==> config.mk <==
export PLATFORM = sky130hd
export DESIGN_NAME = pipeline_hazard_controller
export DESIGN_NICKNAME = d
export VERILOG_FILES = /design/src/rtl/pipeline_hazard_controller.sv
export SDC_FILE = /design/constraint.sdc
export NUM_CORES = 1
export LEC_CHECK = 0
export CAP_MARGIN = 20
export CORE_MARGIN = 5
export CORE_UTILIZATION = 48
export CTS_CLUSTER_SIZE = 8
export DETAILED_ROUTE_END_ITERATION = 7
export GPL_TIMING_DRIVEN = 0
export PLACE_DENSITY = 0.92
export SYNTH_ARGS = -nofsm -noshare
export SYNTH_HDL_FRONTEND = slang
export SYNTH_SLANG_ARGS = --single-unit
==> constraint.sdc <==
create_clock -name clk -period 3 [get_ports clk]
set_clock_uncertainty 0.1 [all_clocks]
set_input_delay 0.75 -clock clk [delete_from_list [all_inputs] [get_ports clk]]
set_output_delay 0.75 -clock clk [all_outputs]
set_load 0.05 [all_outputs]
==> src/rtl/pipeline_hazard_controller.sv <==
`default_nettype none
// ============================================================================
// Module  : pipeline_hazard_controller
// Purpose : Stall/flush/freeze sequencer for the 5-stage IF/ID/EX/MEM/WB core.
// Revision: 1.0  initial release
// ============================================================================
module pipeline_hazard_controller #(
    parameter int LOAD_STALL_CYCLES = 1,
    parameter int MEM_TIMEOUT       = 64,
    parameter int CNT_W             = 16
) (
    input  logic             clk,
    input  logic             reset,
    input  logic [4:0]       id_rs,
    input  logic [4:0]       id_rt,
    input  logic             id_uses_rs,
    input  logic             id_uses_rt,
    input  logic             ex_mem_read,
    input  logic [4:0]       ex_rw,
    input  logic             branch_taken,
    input  logic             dmem_req,
    input  logic             dmem_ready,
    output logic             pc_le,
    output logic             if_id_le,
    output logic             if_id_flush,
    output logic             id_ex_bubble,
    output logic             pipe_en,
    output logic [CNT_W-1:0] stall_count,
    output logic [CNT_W-1:0] flush_count,
    output logic             mem_timeout_err
);

    typedef enum logic [1:0] {
        ST_RUN        = 2'd0,
        ST_LOAD_STALL = 2'd1,
        ST_MEM_WAIT   = 2'd2
    } state_t;

    localparam logic [2:0]       c_STALL_INIT   = 3'(LOAD_STALL_CYCLES - 1);
    localparam bit               c_MULTI_STALL  = (LOAD_STALL_CYCLES > 1);
    localparam logic [7:0]       c_TIMEOUT      = 8'(MEM_TIMEOUT);
    localparam logic [CNT_W-1:0] c_CNT_MAX      = '1;
    localparam logic [CNT_W-1:0] c_CNT_ONE      = CNT_W'(1);

    state_t           state_q, state_d;
    logic [2:0]       stall_cnt_q, stall_cnt_d;
    logic [7:0]       tmo_cnt_q, tmo_cnt_d;
    logic [CNT_W-1:0] stall_count_q, stall_count_d;
    logic [CNT_W-1:0] flush_count_q, flush_count_d;
    logic             err_q, err_d;

    logic w_load_use;
    logic w_mem_busy;
    logic w_run_rules;
    logic w_pc_le, w_if_id_le, w_flush, w_bubble, w_pipe_en;

    assign w_load_use = ex_mem_read && (ex_rw != 5'd0) &&
                        ((id_uses_rs && (id_rs == ex_rw)) ||
                         (id_uses_rt && (id_rt == ex_rw)));
    assign w_mem_busy = dmem_req && !dmem_ready;

    always_comb begin
        w_pc_le     = 1'b1;
        w_if_id_le  = 1'b1;
        w_flush     = 1'b0;
        w_bubble    = 1'b0;
        w_pipe_en   = 1'b1;
        w_run_rules = 1'b0;
        state_d     = state_q;
        stall_cnt_d = stall_cnt_q;
        tmo_cnt_d   = tmo_cnt_q;
        err_d       = err_q;

        case (state_q)
            ST_RUN: begin
                w_run_rules = 1'b1;
            end
            ST_LOAD_STALL: begin
                // A memory stall or a (nominally impossible) branch preempts the remaining stall.
                if (w_mem_busy || branch_taken) begin
                    w_run_rules = 1'b1;
                end else begin
                    w_pc_le    = 1'b0;
                    w_if_id_le = 1'b0;
                    w_bubble   = 1'b1;
                    if (stall_cnt_q == 3'd1) begin
                        state_d     = ST_RUN;
                        stall_cnt_d = 3'd0;
                    end else begin
                        stall_cnt_d = stall_cnt_q - 3'd1;
                    end
                end
            end
            ST_MEM_WAIT: begin
                if (dmem_ready) begin
                    w_run_rules = 1'b1;
                end else if (tmo_cnt_q == c_TIMEOUT) begin
                    // Give up on the access: release the pipeline this cycle and flag it.
                    err_d     = 1'b1;
                    state_d   = ST_RUN;
                    tmo_cnt_d = 8'd0;
                end else begin
                    w_pc_le    = 1'b0;
                    w_if_id_le = 1'b0;
                    w_pipe_en  = 1'b0;
                    tmo_cnt_d  = tmo_cnt_q + 8'd1;
                end
            end
            default: begin
                state_d = ST_RUN;
            end
        endcase

        if (w_run_rules) begin
            state_d = ST_RUN;
            if (w_mem_busy) begin
                w_pc_le     = 1'b0;
                w_if_id_le  = 1'b0;
                w_pipe_en   = 1'b0;
                state_d     = ST_MEM_WAIT;
                tmo_cnt_d   = 8'd1;
                stall_cnt_d = 3'd0;
            end else if (branch_taken) begin
                w_flush     = 1'b1;
                w_bubble    = 1'b1;
                stall_cnt_d = 3'd0;
            end else if (w_load_use) begin
                w_pc_le    = 1'b0;
                w_if_id_le = 1'b0;
                w_bubble   = 1'b1;
                if (c_MULTI_STALL) begin
                    state_d     = ST_LOAD_STALL;
                    stall_cnt_d = c_STALL_INIT;
                end
            end
        end
    end

    always_comb begin
        stall_count_d = stall_count_q;
        flush_count_d = flush_count_q;
        if (!w_pc_le && (stall_count_q != c_CNT_MAX)) begin
            stall_count_d = stall_count_q + c_CNT_ONE;
        end
        if (w_flush && (flush_count_q != c_CNT_MAX)) begin
            flush_count_d = flush_count_q + c_CNT_ONE;
        end
    end

    always_ff @(posedge clk or negedge reset) begin
        if (!reset) begin
            state_q       <= ST_RUN;
            stall_cnt_q   <= 3'd0;
            tmo_cnt_q     <= 8'd0;
            stall_count_q <= '0;
            flush_count_q <= '0;
            err_q         <= 1'b0;
        end else begin
            state_q       <= state_d;
            stall_cnt_q   <= stall_cnt_d;
            tmo_cnt_q     <= tmo_cnt_d;
            stall_count_q <= stall_count_d;
            flush_count_q <= flush_count_d;
            err_q         <= err_d;
        end
    end

    // Reset overrides the control outputs combinationally so the pipeline is held at once.
    assign pc_le           = reset ? w_pc_le    : 1'b0;
    assign if_id_le        = reset ? w_if_id_le : 1'b0;
    assign if_id_flush     = reset ? w_flush    : 1'b0;
    assign id_ex_bubble    = reset ? w_bubble   : 1'b1;
    assign pipe_en         = reset ? w_pipe_en  : 1'b0;
    assign stall_count     = stall_count_q;
    assign flush_count     = flush_count_q;
    assign mem_timeout_err = err_q;

endmodule
`default_nettype wire

## After elaboration in Yosys (flattened, before gate mapping)

Cells that the tools add are included.

| cells by class | value |
|---|---|
| multiplexer cells | 44 |
| add/sub/neg operators | 4 |
| eq/ne operators | 13 |
| bitwise operators | 1 |
| reduce and logical (&&, ||, !) cells | 15 |

Operators with widths:

| cell | number |
|---|---|
| $mux W8 | 5 |
| $add A16 B1 Y16 const B | 2 |
| $ne A16 B16 Y1 const B | 2 |
| $mux W1 | 24 |
| $mux W3 | 6 |
| $mux W2 | 6 |
| $ne A3 B3 Y1 const B | 4 |
| $eq A5 B5 Y1 | 2 |
| $add A8 B1 Y8 const B | 1 |
| $eq A8 B7 Y1 const B | 1 |
| $logic_and A1 B1 Y1 | 7 |
| $pmux W2 S3 | 1 |
| $reduce_and A5 Y1 | 1 |
| $reduce_bool A5 Y1 | 1 |
| $eq A3 B1 Y1 const B | 1 |
| $pmux W1 S3 | 1 |
| $reduce_and A3 Y1 | 1 |
| $sub A3 B1 Y3 const B | 1 |
| $eq A2 B1 Y1 const B | 1 |
| $eq A2 B2 Y1 const B | 1 |
| $logic_not A1 Y1 | 2 |
| $logic_not A2 Y1 | 1 |
| $logic_or A1 B1 Y1 | 2 |
| $ne A2 B2 Y1 const B | 1 |
| 2 further kinds | 2 |

| word-level totals | value |
|---|---|
| output and inout port bits | 38 |
| word-level logic and storage cells | 83 |
| flip-flop bits (word level) | 46 |

## Depth between registers and ports, before layout

Gate-level depths: netlist of the first run.

| depth | value |
|---|---|
| depth after elaboration | 11 |
| mapped depth | 9 |

## Worst setup path before layout of the first run

OpenSTA, ideal clock, no wires.

| timing path | value |
|---|---|
| kind | input-to-output |
| from | in ex_rw[1] |
| to | out pc_le |
| data required time | 2150 ps |
| path slack | -442 ps |
| path buffers | 2 |
| arrival time | 2592 ps |
| cell stages on the path | 7 |
| cells stage by stage | or4_1 > o21ai_1 > nor2_1 > a21boi_4 > buf_6 > o21a_1 > buf_4 |

| on the way | value |
|---|---|
| word-level cells in the longest chain between the ends | 9 |
| elaborated cells on any way between the ends | 13 |
| those cells by class | eq/ne: 2; mux: 5; reduce/logical: 6 |

Ends and longest elaborated chain:

| what | RTL line | source |
|---|---|---|
| start, declared | 19 | `input logic [4:0] ex_rw,` |
| $eq A5 B5 Y1 (on tied branches) | 58, 59 |  |
| $logic_and A1 B1 Y1 (on tied branches) | 58, 59 |  |
| $logic_or A1 B1 Y1 | 58 | `((id_uses_rs && (id_rs == ex_rw)) \|\|` |
| $logic_and A1 B1 Y1 * | 57 | `assign w_load_use = ex_mem_read && (ex_rw != 5'd0) &&` |
| $mux W1 * (5 in a row) | n/a |  |
| end, declared | 23 | `output logic pc_le,` |

Every way passes the cells marked *; elsewhere a longest branch is shown, timed or not.

## Final worst setup path of the first run

| timing path | value |
|---|---|
| from | in ex_rw[4] |
| to | out pc_le |

| on the way | value |
|---|---|
| word-level cells in the longest chain between the ends | 9 |
| elaborated cells on any way between the ends | 13 |
| those cells by class | eq/ne: 2; mux: 5; reduce/logical: 6 |

Ends and longest elaborated chain:

| what | RTL line | source |
|---|---|---|
| $eq A5 B5 Y1 (on tied branches) | 58, 59 |  |
| $logic_and A1 B1 Y1 (on tied branches) | 58, 59 |  |
| $logic_or A1 B1 Y1 | 58 |  |
| $logic_and A1 B1 Y1 * | 57 |  |
| $mux W1 * | 127 | `end else if (w_load_use) begin` |
| $mux W1 * | 123 | `end else if (branch_taken) begin` |
| $mux W1 * | 116 | `if (w_mem_busy) begin` |
| $mux W1 * | 114 | `if (w_run_rules) begin` |
| $mux W1 * | 169 | `assign pc_le = reset ? w_pc_le : 1'b0;` |

Marks and branches as above.

==> metrics.cfg, run 1 <==
[logic_synthesis]
ys_seq_area_frac = 0.476
ys_async_sr_fraction = 1.00
ys_ff_latch = 42
synth_top_flop_cell = dfrtp_1
synth_edf_count = 0
postSynthCellCount = 212
yosys_warnings = 0
syn_avg_cell_area_um2 = 10.4
synth_area_mm2 = 0.00221
yosysUniqueCellTypes = 39
synth_nets = 239

[timing]
setup_viol = 1
hold_viol = 0
maxSlewViolCount = 0
hold_ws_ns = 0.302
grt_setup_unrepaired = true
worst_slack_ns = -0.0113
max_freq_ghz = 0.332
min_period_ns = 3.01
worst_slew_pin_slew_ns = 0.545
relSlewSlack = 0.636
fin_crit_sh = 1.00

[final_layout]
mostFrequentLayoutCells = dfrtp_1 (42), clkdlybuf4s50_1 (38), xor2_1 (26), nand2_1 (22)
final_core_util = 0.708
fill_cells = 301
fin_nets = 310
final_common_cell = dfrtp_1
area_delta_synth_final_pct = 41.7
antenna_cells = 0
drive_gt1_frac = 0.162

[grt]
met2_usage = 0.310
grt-ovfl-total = 0
gr-usage-met1 = 0.239
grt_antenna_before_repair = 0
grt_max_degree = 28
grt_pass1_wl_um = 9200
grt_pass1_vias = 1905
grt_usage = 0.188
top_usage_layer = met2
grt_use_met3 = 0.0440

[clock_network]
root_buffer = clkbuf_8
clkLatencyLatePin_ns = 0.29
clock-sinks = 42
clock_path_buffers = 2
cts_inserted_buffers = 5
hold_buffers = 0
htreeDepth = 2
cts_tree = built
clk_pin_slew_ns = 0.08

[route]
firstDrtPassIters = 4
drcViolationCount = 0
finalWirelength_um = 5520
drt-initial-drc-count = 112
wl_per_cell_um = 16.4
detail-route-antenna-nets = 0
via_count = 1863
routed_via_density = 5.54

[run_status]
status = finished with violations
violations = setup timing

[floorplanning]
die_h_um = 77.8
chipWidth_um = 77.8
core_mm2 = 0.00441
pin_count = 61
fp.dieArea_mm2 = 0.00605
row_count = 24
start_util = 0.500

[power_and_ir_drop]
p_leak_nw = 1.46
p_int_w = 0.00130
peakVddDrop_uv = 713
pwr-share-comb = 0.355
power_switching_w = 0.000775
power_density_mw_per_mm2 = 663
switching_share = 0.374
clockPowerShare = 0.265
seqPwrFrac = 0.380

[run]
cap_violations = 0

[critical_path]
path_class = in -> out
required_ns = 2.15
worstPathMaxFanout = 3
cp-start-kind = input port
endpoint_kind = primary output
setup.worst_path.start = ex_rw[4]
critical_path_arrival_ns = 2.16
r2r_start = tmo_cnt_q[0]

[place]
place.port_buffers = 60
place.gp.congestion = 0.817
hpwlAfterDp_um = 3720

[worst_hold_path]
min_path_type = in -> async

==> power by group through the flow <==
stage	logic [W]	clock network [W]	registers [W]
after floorplan	0.000207	0	0.00104
after global placement	0.000708	0	0.000789
after detailed placement	0.000727	0	0.000791
after CTS	0.000735	0.000554	0.000782
after global routing	0.000785	0.000586	0.000805
final	0.000737	0.000550	0.000787
==> per-stage QoR <==
stage	TNS (ns)	area (um^2)	instances	total power, W	setup WS (ns)
6_report	-0.0113	3130	336	0.00207	-0.0113
5_1_grt	-0.147	3130	336	0.00218	-0.0583
4_1_cts	-0.195	3080	337	0.00207	-0.111
3_5_place_dp	-4.29	2900	325	0.00152	-1.38
3_3_place_gp	-11.75	2890	324	0.00150	-1.70
2_1_floorplan	-0.116	2220	212	0.00124	-0.116
==> cell usage after synthesis (3+ instances only) <==
master / instances / share of area
dfrtp_1: 42 / 0.48
xor2_1: 26 / 0.10
nand2_1: 22 / 0.037
nor2_1: 18 / 0.031
xnor2_1: 18 / 0.071
nand3_1: 13 / 0.029
and3_1: 7 / 0.020
nor3_1: 7 / 0.016
nor4_1: 7 / 0.020
nand4_1: 6 / 0.017
and4_1: 4 / 0.016
ha_1: 4 / 0.023
inv_1: 4 / 0.0068
nor2b_1: 3 / 0.0085
==> state kept, by name, indices dropped and copies added (netlist names) <==
name,cells
state_q,1
mem_timeout_err,1
flush_count,16
tmo_cnt_q,8
stall_count,16
==> per-layer routing <==
layer | up-vias | wire (um)
met4 | 0 | 110
met2 | 65 | 2950
met3 | 12 | 229
met1 | 913 | 2230
li1 | 873 | -
met5 | - | 0
==> cell families (layout without fill, tap and decap cells) <==
kind of cell               count (synthesis)  after routing  synth area share
and+or+nand+nor                           99             99             0.239
xor gates and xnor gates                  44             44             0.175
DFF                                       42             42             0.476
AOI/OAI and AO/OA                         12             12            0.0493
buffers and inverters                      8             80            0.0210
adders and majority gates                  4              4            0.0227
muxes                                      3              3            0.0170
==> critical path: stages <==
cell	delay (ns)
buf_8	0.10
or4_4	0.53
o21ai_4	0.15
nor2_2	0.07
a21boi_4	0.17
o21a_4	0.16
buf_8	0.09
buf_8	0.13
==> repair_timing <==
item                       4_1_cts  5_1_grt
setup endpoints to repair        5        4
buffers inserted                 4        0
pin swaps                       17       10
gates resized for setup         62       13
==> layout make-up <==
class	count	area [um^2]	area share
multi-input cells	162	1190	0.380
flip-flops and latches	42	1050	0.336
repair buffers	65	637	0.204
clock buffers	6	82.6	0.0264
well taps	52	65.1	0.0208
clock inverters	2	60.1	0.0192
plain buffers	3	27.5	0.00880
inverters	4	15.0	0.00480
==> worst paths after layout <==
path / endpoint / slack [ns] / cells after the start
max: pc_le / -0.01 / 8
min: tmo_cnt_q[2] / 0.30 / 1
max reg2reg: stall_count[3] / 0.87 / 9
min reg2reg: mem_timeout_err / 0.37 / 1
max in group asynchronous: flush_count[0] / 2.00 / 2
min in group clk: mem_timeout_err / 0.37 / 1
Power figures use the tool's default switching activity.
==> run 2, diff against run 1 <==
Settings changed: CTS_CLUSTER_SIZE 8 to not set, GPL_ROUTABILITY_DRIVEN set to 0.
==> results of run 2 <==
The final DEF is identical to that of run 1; final timing and power are the same.
==> run 3, diff against run 2 <==
Settings changed: ABC_AREA set to 1, CORE_UTILIZATION 48 to 50, SETUP_SLACK_MARGIN set to 0.3.
==> metrics.cfg, run 3 <==
[run_status]
status = completed

[power_and_ir_drop]
switching_share = 0.437  ; +0.0639
seqPwrFrac = 0.379  ; about the same
power_switching_w = 0.000892  ; +15%
power_density_mw_per_mm2 = 555  ; -16%
p_leak_nw = 1.80  ; +23%
clockPowerShare = 0.189  ; -0.076
pwr-share-comb = 0.431  ; +0.076
p_int_w = 0.00115  ; -12%
peakVddDrop_uv = 308  ; -57%

[route]
finalWirelength_um = 7030  ; +27%
drcViolationCount = 0  ; unchanged
routed_via_density = 5.26  ; -5.0%
via_count = 2722  ; +46%
wl_per_cell_um = 13.6  ; -17%
firstDrtPassIters = 4  ; unchanged
detail-route-antenna-nets = 0  ; unchanged
drt-initial-drc-count = 156  ; +39%

[critical_path]
critical_path_arrival_ns = 1.91  ; -0.25 ns
cp_cell_sequence = buf_8 > inv_6 > nand4_1 > o21ai_1 > inv_1 > nand2_2 > nand2_4 > buf_8 > a21oi_4 > buf_6 > buf_8
required_ns = 2.15  ; about the same
r2r_cells = 8  ; -1
rrSetupSlack_ns = 0.98  ; +0.11 ns
path_class = in -> out
crit_top_cell = buf_8
worstPathMaxFanout = 3  ; unchanged
crit_family = buffers and inverters
endpoint_kind = primary output
cp-start-kind = input port
cpMaxStageDelayCell = a21oi_4
crit-reg2reg-capture = flush_count[3]
critPathMaxStageDelay_ns = 0.16  ; -0.37 ns
r2r_start = flush_count[0]
path_buf_inv = 6  ; +3

[clock_network]
hold_buffers = 0  ; unchanged
clock_path_buffers = 2  ; unchanged
clkLatencyLatePin_ns = 0.30  ; about the same
clk_pin_slew_ns = 0.08  ; about the same
cts_tree = built
clock-sinks = 42  ; unchanged
htreeDepth = 2  ; unchanged
root_buffer = clkbuf_8
cts_inserted_buffers = 5  ; unchanged

[final_layout]
area_delta_synth_final_pct = 38.7
mostFrequentLayoutCells = nand2_1 (102), dfrtp_1 (42), inv_1 (36), nor2_1 (35), clkdlybuf4s50_1 (33)
seq_area_mm2 = 0.00105  ; unchanged
fill_cells = 406  ; +35%
final_common_cell = nand2_1
antenna_cells = 0  ; unchanged
multi_input_area_mm2 = 0.00146  ; +23%
drive_gt1_frac = 0.210  ; +0.0483
design_area_mm2 = 0.00367  ; +17%
fin_nets = 473  ; +53%
final_core_util = 0.714  ; +0.00564

[grt]
grt_pass1_vias = 2674  ; +40%
grt_max_degree = 34  ; +21%
grt_antenna_before_repair = 0  ; unchanged
grt_usage = 0.222  ; +0.0339
grt_pass1_wl_um = 11900  ; +29%
grt-ovfl-total = 0  ; unchanged

[logic_synthesis]
synth_edf_count = 0  ; unchanged
synth_nets = 396  ; +66%
yosys_warnings = 0  ; unchanged
postSynthCellCount = 369  ; +74%
ys_ff_latch = 42  ; unchanged
synth_top_flop_cell = dfrtp_1
ys_seq_area_frac = 0.397  ; -0.0790
ys_async_sr_fraction = 1.00  ; unchanged
synth_area_mm2 = 0.00265  ; +20%
syn_avg_cell_area_um2 = 7.17  ; -31%
ys_top_cells_by_count = nand2_1 (120), inv_1 (49), dfrtp_1 (42)
netlist.area_leader.share = 0.397  ; -0.0790
synth_top_cell_by_area = dfrtp_1
synth.most_common_cell = nand2_1
synth_area_leaders = dfrtp_1 (40%), nand2_1 (17%), inv_1 (7.0%)
yosysUniqueCellTypes = 30  ; -23%

[floorplanning]
row_count = 26  ; +8.3%
start_util = 0.515  ; +0.0148
fp.dieArea_mm2 = 0.00685  ; +13%
core_mm2 = 0.00514  ; +16%
pin_count = 61  ; unchanged
die_h_um = 82.8  ; +6.3%
chipWidth_um = 82.8  ; +6.3%

[timing]
maxSlewViolCount = 0  ; unchanged
min_period_ns = 2.76  ; -0.256 ns
relSlewSlack = 0.654  ; +0.0181
grt_setup_unrepaired = true
worst_slew_pin_slew_ns = 0.518  ; -0.0271 ns
setup_viol = 0  ; -1
max_freq_ghz = 0.363  ; +9.3%
fin_crit_sh = 0.919  ; -0.0852
hold_viol = 0  ; unchanged

[place]
place.port_buffers = 60  ; unchanged
hpwlAfterDp_um = 5160  ; +39%
dpl_cell_area_mm2 = 0.00340  ; +17%

[worst_hold_path]
min_path_type = in -> async

[run]
cap_violations = 0  ; unchanged

## run 3: cell count changes after synthesis, sizes merged, moves of 5 or more
cell | before | now
a21oi | 2 | 7
and3 | 7 | 1
inv | 4 | 51
nand2 | 22 | 123
nand3 | 13 | 20
nand4 | 7 | 22
nor2 | 19 | 42
nor4 | 8 | 0
o21ai | 3 | 8
xnor2 | 18 | 8
xor2 | 26 | 16
## run 3: cells by family (layout without fill, tap and decap cells)
kind of cell	after synthesis	after routing	share of synthesized area
adder cells (fa/ha/maj)	4	4	0.0189
buffers and inverters	58	136	0.0884
AO/OA/AOI/OAI	21	21	0.0459
flip-flops	42	42	0.397
XOR/XNOR	24	24	0.0794
AND/OR/NAND/NOR	220	220	0.370
## run 3: timing repair
item / CTS / global route
endpoints found under the hold margin: 0 / 0
setup buffers: 6 / 3
resized for setup: 108 / 55
pin swaps: 24 / 29
endpoints found under the setup margin: 5 / 5
## run 3: per-layer routing
layer  up-vias  global-route usage  routed length, um  part of all wire
met4         0              0.0670                176             0.025
li1       1321                   -                  -                 -
met1      1275               0.250               2570              0.37
met5         -                   0                  0                 0
met2       109               0.414               3760              0.53
met3        17              0.0488                524             0.074
## run 3: area by class of cell
cell class / count / area share
Buffer: 7 / 0.0170
Clock buffer: 7 / 0.0235
Clock inverter: 1 / 0.00136
Inverter: 51 / 0.0610
Multi-Input combinational cell: 269 / 0.398
Sequential cell: 42 / 0.286
Tap cell: 70 / 0.0239
Timing Repair Buffer: 70 / 0.189
## run 3: how the worst max path moves through the flow
stage	slack [ns]	cells past startpoint	to	start
4_1_cts	0.27	13	pc_le	ex_rw[4]
3_5_place_dp	-0.95	12	pc_le	id_rs[1]
2_1_floorplan	0.20	9	pc_le	ex_rw[3]
3_3_place_gp	-1.98	5	pc_le	reset
6_report	0.24	11	pc_le	ex_rw[0]
5_1_grt	0.18	13	pc_le	ex_rw[3]
## run 3: metrics by stage
step | power (W) | cells | setup WS (ns) | hold slack, ns | TNS (ns)
5_1_grt | 0.00214 | 517 | 0.177 | 0.211 | 0
3_3_place_gp | 0.00158 | 499 | -1.98 | 0.351 | -11.35
3_5_place_dp | 0.00162 | 500 | -0.950 | 0.357 | -3.56
4_1_cts | 0.00201 | 514 | 0.271 | 0.231 | 0
6_report | 0.00204 | 517 | 0.244 | 0.202 | 0
2_1_floorplan | 0.00131 | 369 | 0.205 | 0.354 | 0
## run 3: power by group through the flow
stage	combinational, W	clock [W]	sequential [W]
after floorplan	0.000290	0	0.00102
after detailed placement	0.000837	0	0.000779
after CTS	0.000853	0.000385	0.000770
after global routing	0.000944	0.000413	0.000787
after global placement	0.000807	0	0.000776
final	0.000879	0.000386	0.000773
